$ cat config.mk
export PLATFORM = sky130hd
export DESIGN_NAME = pak_dsp_wb_master_flat
export DESIGN_NICKNAME = d
export VERILOG_FILES = /design/src/rtl/pak_dsp_wb_master_if.sv /design/src/rtl/pak_dsp_wb_master.sv /design/src/flat_wrapper.sv
export SDC_FILE = /design/constraint.sdc
export NUM_CORES = 1
export LEC_CHECK = 0
export ABC_AREA = 1
export CORE_ASPECT_RATIO = 1.75
export CORE_UTILIZATION = 49
export DETAILED_ROUTE_END_ITERATION = 12
export MAX_ROUTING_LAYER = met4
export PLACE_DENSITY = 0.74
export SKIP_CTS_REPAIR_TIMING = 1
export SLEW_MARGIN = 25
export SYNTH_ARGS = -nofsm -noshare
export SYNTH_HDL_FRONTEND = slang
export SYNTH_SLANG_ARGS = --single-unit
$ cat constraint.sdc
create_clock -name wb_clk_i -period 7.9 [get_ports wb_clk_i]
set_clock_uncertainty 0.2 [all_clocks]
set_input_delay 0.79 -clock wb_clk_i [delete_from_list [all_inputs] [get_ports wb_clk_i]]
set_output_delay 0.79 -clock wb_clk_i [all_outputs]
set_load 0.02 [all_outputs]
$ cat src/rtl/pak_dsp_wb_master_if.sv
// Wishbone classic link between the configuration master and a register responder.
interface pak_dsp_wb_master_if;
  logic        wbm_cyc_o;
  logic        wbm_stb_o;
  logic        wbm_we_o;
  logic [3:0]  wbm_sel_o;
  logic [31:0] wbm_adr_o;
  logic [31:0] wbm_dat_o;
  logic [31:0] wbm_dat_i;
  logic        wbm_ack_i;

  modport master (
    output wbm_cyc_o, wbm_stb_o, wbm_we_o, wbm_sel_o, wbm_adr_o, wbm_dat_o,
    input  wbm_dat_i, wbm_ack_i
  );

  modport slave (
    input  wbm_cyc_o, wbm_stb_o, wbm_we_o, wbm_sel_o, wbm_adr_o, wbm_dat_o,
    output wbm_dat_i, wbm_ack_i
  );
endinterface

$ cat src/rtl/pak_dsp_wb_master.sv
// Table-driven Wishbone configuration master: writes up to DEPTH (addr, data)
// entries to a responder, optionally reads them back and flags the first mismatch.
module pak_dsp_wb_master #(
  parameter int DEPTH   = 8,
  parameter int DATA_W  = 14,
  parameter int ADDR_W  = 6,
  parameter int TIMEOUT = 255
) (
  input  logic              wb_clk_i,
  input  logic              wb_rst_i,
  input  logic              load_en,
  input  logic [2:0]        load_idx,
  input  logic [ADDR_W-1:0] load_addr,
  input  logic [DATA_W-1:0] load_data,
  input  logic              start,
  input  logic [3:0]        count,
  input  logic              verify,
  pak_dsp_wb_master_if.master wb,
  output logic              busy,
  output logic              done,
  output logic              err,
  output logic [2:0]        err_idx
);
  typedef enum logic [2:0] {IDLE, WR, WR_GAP, RD, RD_GAP, FIN} state_t;
  localparam int TO_W = $clog2(TIMEOUT + 1);

  state_t            state;
  logic [2:0]        idx;
  logic [2:0]        last;      // index of the final entry of this sequence
  logic              vfy;       // verify request captured at start
  logic [TO_W-1:0]   tcnt;
  logic              cyc, stb, we;
  logic [3:0]        sel;
  logic [3:0]        cnt_eff;
  logic [ADDR_W-1:0] tbl_addr [DEPTH];
  logic [DATA_W-1:0] tbl_data [DEPTH];
  logic              unused_dat;

  assign cnt_eff = (int'(count) > DEPTH) ? 4'(DEPTH) : count;
  assign busy    = (state != IDLE);
  assign unused_dat = ^wb.wbm_dat_i[31:DATA_W];

  // Address/data come straight from the table so a load on the start edge is seen by the first WR.
  assign wb.wbm_cyc_o = cyc;
  assign wb.wbm_stb_o = stb;
  assign wb.wbm_we_o  = we;
  assign wb.wbm_sel_o = sel;
  assign wb.wbm_adr_o = cyc ? 32'(tbl_addr[idx]) : '0;
  assign wb.wbm_dat_o = (cyc && we) ? 32'(tbl_data[idx]) : '0;

  // Configuration table: writable only while idle so a running sequence sees a stable table.
  always_ff @(posedge wb_clk_i or posedge wb_rst_i) begin
    if (wb_rst_i) begin
      for (int i = 0; i < DEPTH; i++) begin
        tbl_addr[i] <= '0;
        tbl_data[i] <= '0;
      end
    end else if (load_en && state == IDLE && int'(load_idx) < DEPTH) begin
      tbl_addr[load_idx] <= load_addr;
      tbl_data[load_idx] <= load_data;
    end
  end

  // Sequencer: write phase, optional read-back phase, ack timeout, end-of-sequence pulse.
  always_ff @(posedge wb_clk_i or posedge wb_rst_i) begin
    if (wb_rst_i) begin
      state   <= IDLE;
      idx     <= '0;
      last    <= '0;
      vfy     <= 1'b0;
      tcnt    <= '0;
      cyc     <= 1'b0;
      stb     <= 1'b0;
      we      <= 1'b0;
      sel     <= '0;
      done    <= 1'b0;
      err     <= 1'b0;
      err_idx <= '0;
    end else begin
      done <= 1'b0;
      case (state)
        IDLE: if (start) begin
          if (cnt_eff == 4'd0) begin
            state <= FIN;
          end else begin
            err     <= 1'b0;
            err_idx <= '0;
            idx     <= '0;
            last    <= 3'(cnt_eff - 4'd1);
            vfy     <= verify;
            tcnt    <= '0;
            {cyc, stb, we} <= 3'b111;
            sel     <= 4'hF;
            state   <= WR;
          end
        end
        WR, RD: begin
          if (wb.wbm_ack_i) begin
            {cyc, stb, we} <= 3'b000;
            sel <= '0;
            if (state == RD && wb.wbm_dat_i[DATA_W-1:0] != tbl_data[idx]) begin
              err <= 1'b1;
              if (!err) err_idx <= idx;
            end
            state <= (state == WR) ? WR_GAP : RD_GAP;
          end else if (tcnt == TO_W'(TIMEOUT - 1)) begin
            // Responder is unresponsive: abandon the whole sequence.
            {cyc, stb, we} <= 3'b000;
            sel <= '0;
            err <= 1'b1;
            if (!err) err_idx <= idx;
            state <= FIN;
          end else begin
            tcnt <= tcnt + TO_W'(1);
          end
        end
        WR_GAP: begin
          if (idx == last) begin
            if (vfy) begin
              idx   <= '0;
              tcnt  <= '0;
              {cyc, stb, we} <= 3'b110;
              sel   <= 4'hF;
              state <= RD;
            end else begin
              state <= FIN;
            end
          end else begin
            idx   <= idx + 3'd1;
            tcnt  <= '0;
            {cyc, stb, we} <= 3'b111;
            sel   <= 4'hF;
            state <= WR;
          end
        end
        RD_GAP: begin
          if (idx == last) begin
            state <= FIN;
          end else begin
            idx   <= idx + 3'd1;
            tcnt  <= '0;
            {cyc, stb, we} <= 3'b110;
            sel   <= 4'hF;
            state <= RD;
          end
        end
        FIN: begin
          done  <= 1'b1;
          state <= IDLE;
        end
        default: state <= IDLE;
      endcase
    end
  end
endmodule

$ cat src/flat_wrapper.sv
// flat-port wrapper written by rule: the top's interface ports become plain ports
module pak_dsp_wb_master_flat 
#(
  parameter int DEPTH   = 8,
  parameter int DATA_W  = 14,
  parameter int ADDR_W  = 6,
  parameter int TIMEOUT = 255
)
  (wb_clk_i, wb_rst_i, load_en, load_idx, load_addr, load_data, start, count, verify, busy, done, err, err_idx, wb_wbm_cyc_o, wb_wbm_stb_o, wb_wbm_we_o, wb_wbm_sel_o, wb_wbm_adr_o, wb_wbm_dat_o, wb_wbm_dat_i, wb_wbm_ack_i);
  pak_dsp_wb_master_if wb_i ();
  input  logic wb_clk_i;
  input  logic wb_rst_i;
  input  logic load_en;
  input  logic [2:0] load_idx;
  input  logic [ADDR_W-1:0] load_addr;
  input  logic [DATA_W-1:0] load_data;
  input  logic start;
  input  logic [3:0] count;
  input  logic verify;
  output logic busy;
  output logic done;
  output logic err;
  output logic [2:0] err_idx;
  output wire logic [$bits(wb_i.wbm_cyc_o)-1:0] wb_wbm_cyc_o;
  output wire logic [$bits(wb_i.wbm_stb_o)-1:0] wb_wbm_stb_o;
  output wire logic [$bits(wb_i.wbm_we_o)-1:0] wb_wbm_we_o;
  output wire logic [$bits(wb_i.wbm_sel_o)-1:0] wb_wbm_sel_o;
  output wire logic [$bits(wb_i.wbm_adr_o)-1:0] wb_wbm_adr_o;
  output wire logic [$bits(wb_i.wbm_dat_o)-1:0] wb_wbm_dat_o;
  input wire logic [$bits(wb_i.wbm_dat_i)-1:0] wb_wbm_dat_i;
  input wire logic [$bits(wb_i.wbm_ack_i)-1:0] wb_wbm_ack_i;
  assign wb_wbm_cyc_o = wb_i.wbm_cyc_o;
  assign wb_wbm_stb_o = wb_i.wbm_stb_o;
  assign wb_wbm_we_o = wb_i.wbm_we_o;
  assign wb_wbm_sel_o = wb_i.wbm_sel_o;
  assign wb_wbm_adr_o = wb_i.wbm_adr_o;
  assign wb_wbm_dat_o = wb_i.wbm_dat_o;
  assign wb_i.wbm_dat_i = wb_wbm_dat_i;
  assign wb_i.wbm_ack_i = wb_wbm_ack_i;
  pak_dsp_wb_master #(.DEPTH(DEPTH), .DATA_W(DATA_W), .ADDR_W(ADDR_W), .TIMEOUT(TIMEOUT)) u_core (.wb_clk_i(wb_clk_i), .wb_rst_i(wb_rst_i), .load_en(load_en), .load_idx(load_idx), .load_addr(load_addr), .load_data(load_data), .start(start), .count(count), .verify(verify), .wb(wb_i), .busy(busy), .done(done), .err(err), .err_idx(err_idx));
endmodule
==> flow_summary.toml <==
[routing]
dr.pass1.iters = 5
drt_iter0_drc = 610
wl_per_cell_um = 15.2
drc_errors = 0
wl_mm = 23.0
drt.antenna.violating_nets = 0
vias = 8021
vias_per_cell = 5.31

[clock_network]
htree_levels = 4
clk_latency_ps = 430
cts-buffers-inserted = 17
clock_path_buffers = 2
cts.clk_slew.worst_paths_ps = 70
cts_tree = "built"
clock-root-buffer = "clkbuf_16"
clkSinkCount = 185

[power_and_ir_drop]
combPwrFrac_pct = 42.4
power.share.sequential_pct = 36.6
irDropWorstVdd_uv = 224
pwr-share-clk_pct = 21.0
p_int_mw = 2.54
swShare_pct = 39.5
power_switching_mw = 1.66
p_leak_nw = 5.19
p_per_area_nw_per_um2 = 383

[worst_setup_path]
cp-start-kind = "flip-flop"
arrival_ps = 2990
reg2reg_from = "u_core.idx[0]"
cp_max_fo = 56
cp-end-kind = "output pin"
rr_worst_depth = 15
worstSetupPathType = "reg2out"
reg2reg_to = "u_core.err_idx[0]"
r2r_slack_ps = 4750
cp.required_ps = 6910

[sta]
setup_ws_ps = 3920
fin_crit_sh_pct = 50.4
slew_viol_final = 0
fmax_ghz = 0.251
setup_viol = 0
max_slew_margin_pct = 31.6
hold_viol = 0
fin_tns_setup_ps = 0
rsz0062_at_grt = "no"
post-route-min-period_ps = 3980
worst_slew_pin_slew_ps = 1030

[global_route]
grt_pass1_wl_mm = 38.7
first_global_vias = 7912
gr-total-overflow = 0
grt_max_degree = 91
grt_usage_pct = 25.2
antenna_found_initial = 0

[die]
die_w_um = 108
core-area_um2 = 19200
die_area_um2 = 20300
start_util_pct = 50.2
die_h_um = 188
ios = 142
rows = 67

[synthesis]
synthTopCellsByCount = "315 x nand2_1, 185 x dfrtp_1, 168 x o21ai_0"
synth_largest_area_cell = "dfrtp_1"
synth_seq_cells = 185
synth_cells = 1224
async_flop_share_pct = 100
synthFlopType = "dfrtp_1"
yosys.cell_types.count = 36
synth_area_leaders = "dfrtp_1 48%, nand2_1 12%, o21ai_0 8.7%"
synth_edf_count = 0
yosys_warnings = 0
avgSynthCellArea_um2 = 7.88
synth_most_common_cell = "nand2_1"
synth_area_um2 = 9640
synth_top_area_share_pct = 48.0
yosysSeqAreaShare_pct = 48.0

[cells_and_area]
synthToLayoutAreaGrowth_pct = 13.7
regArea_um2 = 4630
drive_gt1_share_pct = 7.25
multi_input_area_um2 = 3910
fin_nets = 1326
fillerInstances = 1701
n_antenna_cell = 0

[place]
port_buffers = 79
place_ws_ps = 4260
place.gp.congestion = 0.793
hpwlAfterDp_mm = 13.7

[worst_hold_path]
hold_class = "reg2reg"
min_to = "u_core.err_idx[1]"
min_from = "u_core.err_idx[1]"
hold-path-cell-count = 2

[job]
drv_cap = 0

[status]
status = "finished, final reports clean"
[power groups by stage]
| stage | clock [mW] | combinational (mW) | sequential, mW |
|---|---|---|---|
| after floorplan | 0 | 1.32 | 1.52 |
| after global placement | 0 | 1.72 | 1.53 |
| after detailed placement | 0 | 1.77 | 1.55 |
| final | 0.882 | 1.78 | 1.54 |
| after CTS | 0.893 | 1.79 | 1.54 |
| after global routing | 0.926 | 2.02 | 1.58 |
[through the flow]
step	instance area [um^2]	cells	hold slack [ps]	power [mW]	util (%)
3_5_place_dp	10400	1479	265	3.32	53.9
4_1_cts	11000	1510	284	4.22	57.1
3_3_place_gp	10400	1479	263	3.26	53.9
5_1_grt	11000	1510	293	4.53	57.1
2_1_floorplan	9800	1267	250	2.84	-
6_report	11000	1510	278	4.20	57.1
[worst max-delay path: stages (launching register included)]
cell and delay (ps):
dfrtp_2 410, inv_2 310, buf_4 620, o21ai_0 220, nand3_1 110, nand2_1 60
a31oi_1 180, clkdlybuf4s50_1 640
[registers in the layout (all words and copies together) (netlist names), 3 cells and up]
signal and flops:
u_core.err_idx 3, u_core.last 3, u_core.tcnt 8, u_core.tbl_addr 48
u_core.state 3, u_core.tbl_data 112, u_core.idx 3
[metal layers]
metal  global-route usage [%]  share of wire [%]
met4                     10.2                2.5
met1                     29.7                 41
met3                     3.20                4.7
met2                     42.9                 52
met5                        -                  0
[cell type report]
type / instances / area share, %
clock buffer: 18 / 4.01
clock inverter: 13 / 1.52
inverter: 163 / 5.63
multi-input combinational: 797 / 35.7
sequential: 185 / 42.3
tap: 241 / 2.75
timing repair buffer: 93 / 8.17
[cells by family after synthesis]
| family | count (synthesis) | share of synthesized area [%] |
|---|---|---|
| other | 1 | 0.0389 |
| AND/OR/NAND/NOR | 490 | 21.6 |
| buffers and inverters | 285 | 13.7 |
| flip-flops | 185 | 48.0 |
| XOR/XNOR | 4 | 0.363 |
| adder cells (fa/ha/maj) | 4 | 0.519 |
| multiplexers | 32 | 3.74 |
| AO/OA/AOI/OAI | 223 | 12.0 |
[placed cells by master, fill, tap and decap left out, types with 9 or more instances in the layout]
cell type / instances
nand2_1: 315
dfrtp_1: 184
o21ai_0: 168
inv_1: 159
nand3_1: 97
clkdlybuf4s50_1: 79
nor2_1: 44
conb_1: 44
a21oi_1: 37
mux2_2: 28
clkbuf_16: 17
buf_4: 14
nand3b_1: 9
[worst max-delay path by stage]
stage                        from              end  slack (ps)  cells after the start
floorplan                wb_rst_i      u_core.done        1880                      1
global placement         count[0]    u_core.idx[0]        4310                     14
detailed placement       count[0]    u_core.idx[0]        4260                     14
CTS                 u_core.idx[0]  wb_wbm_adr_o[4]        3940                      7
global route        u_core.idx[0]  wb_wbm_adr_o[4]        3740                      7
finish              u_core.idx[0]  wb_wbm_adr_o[4]        3920                      7
Power figures use the tool's default switching activity.
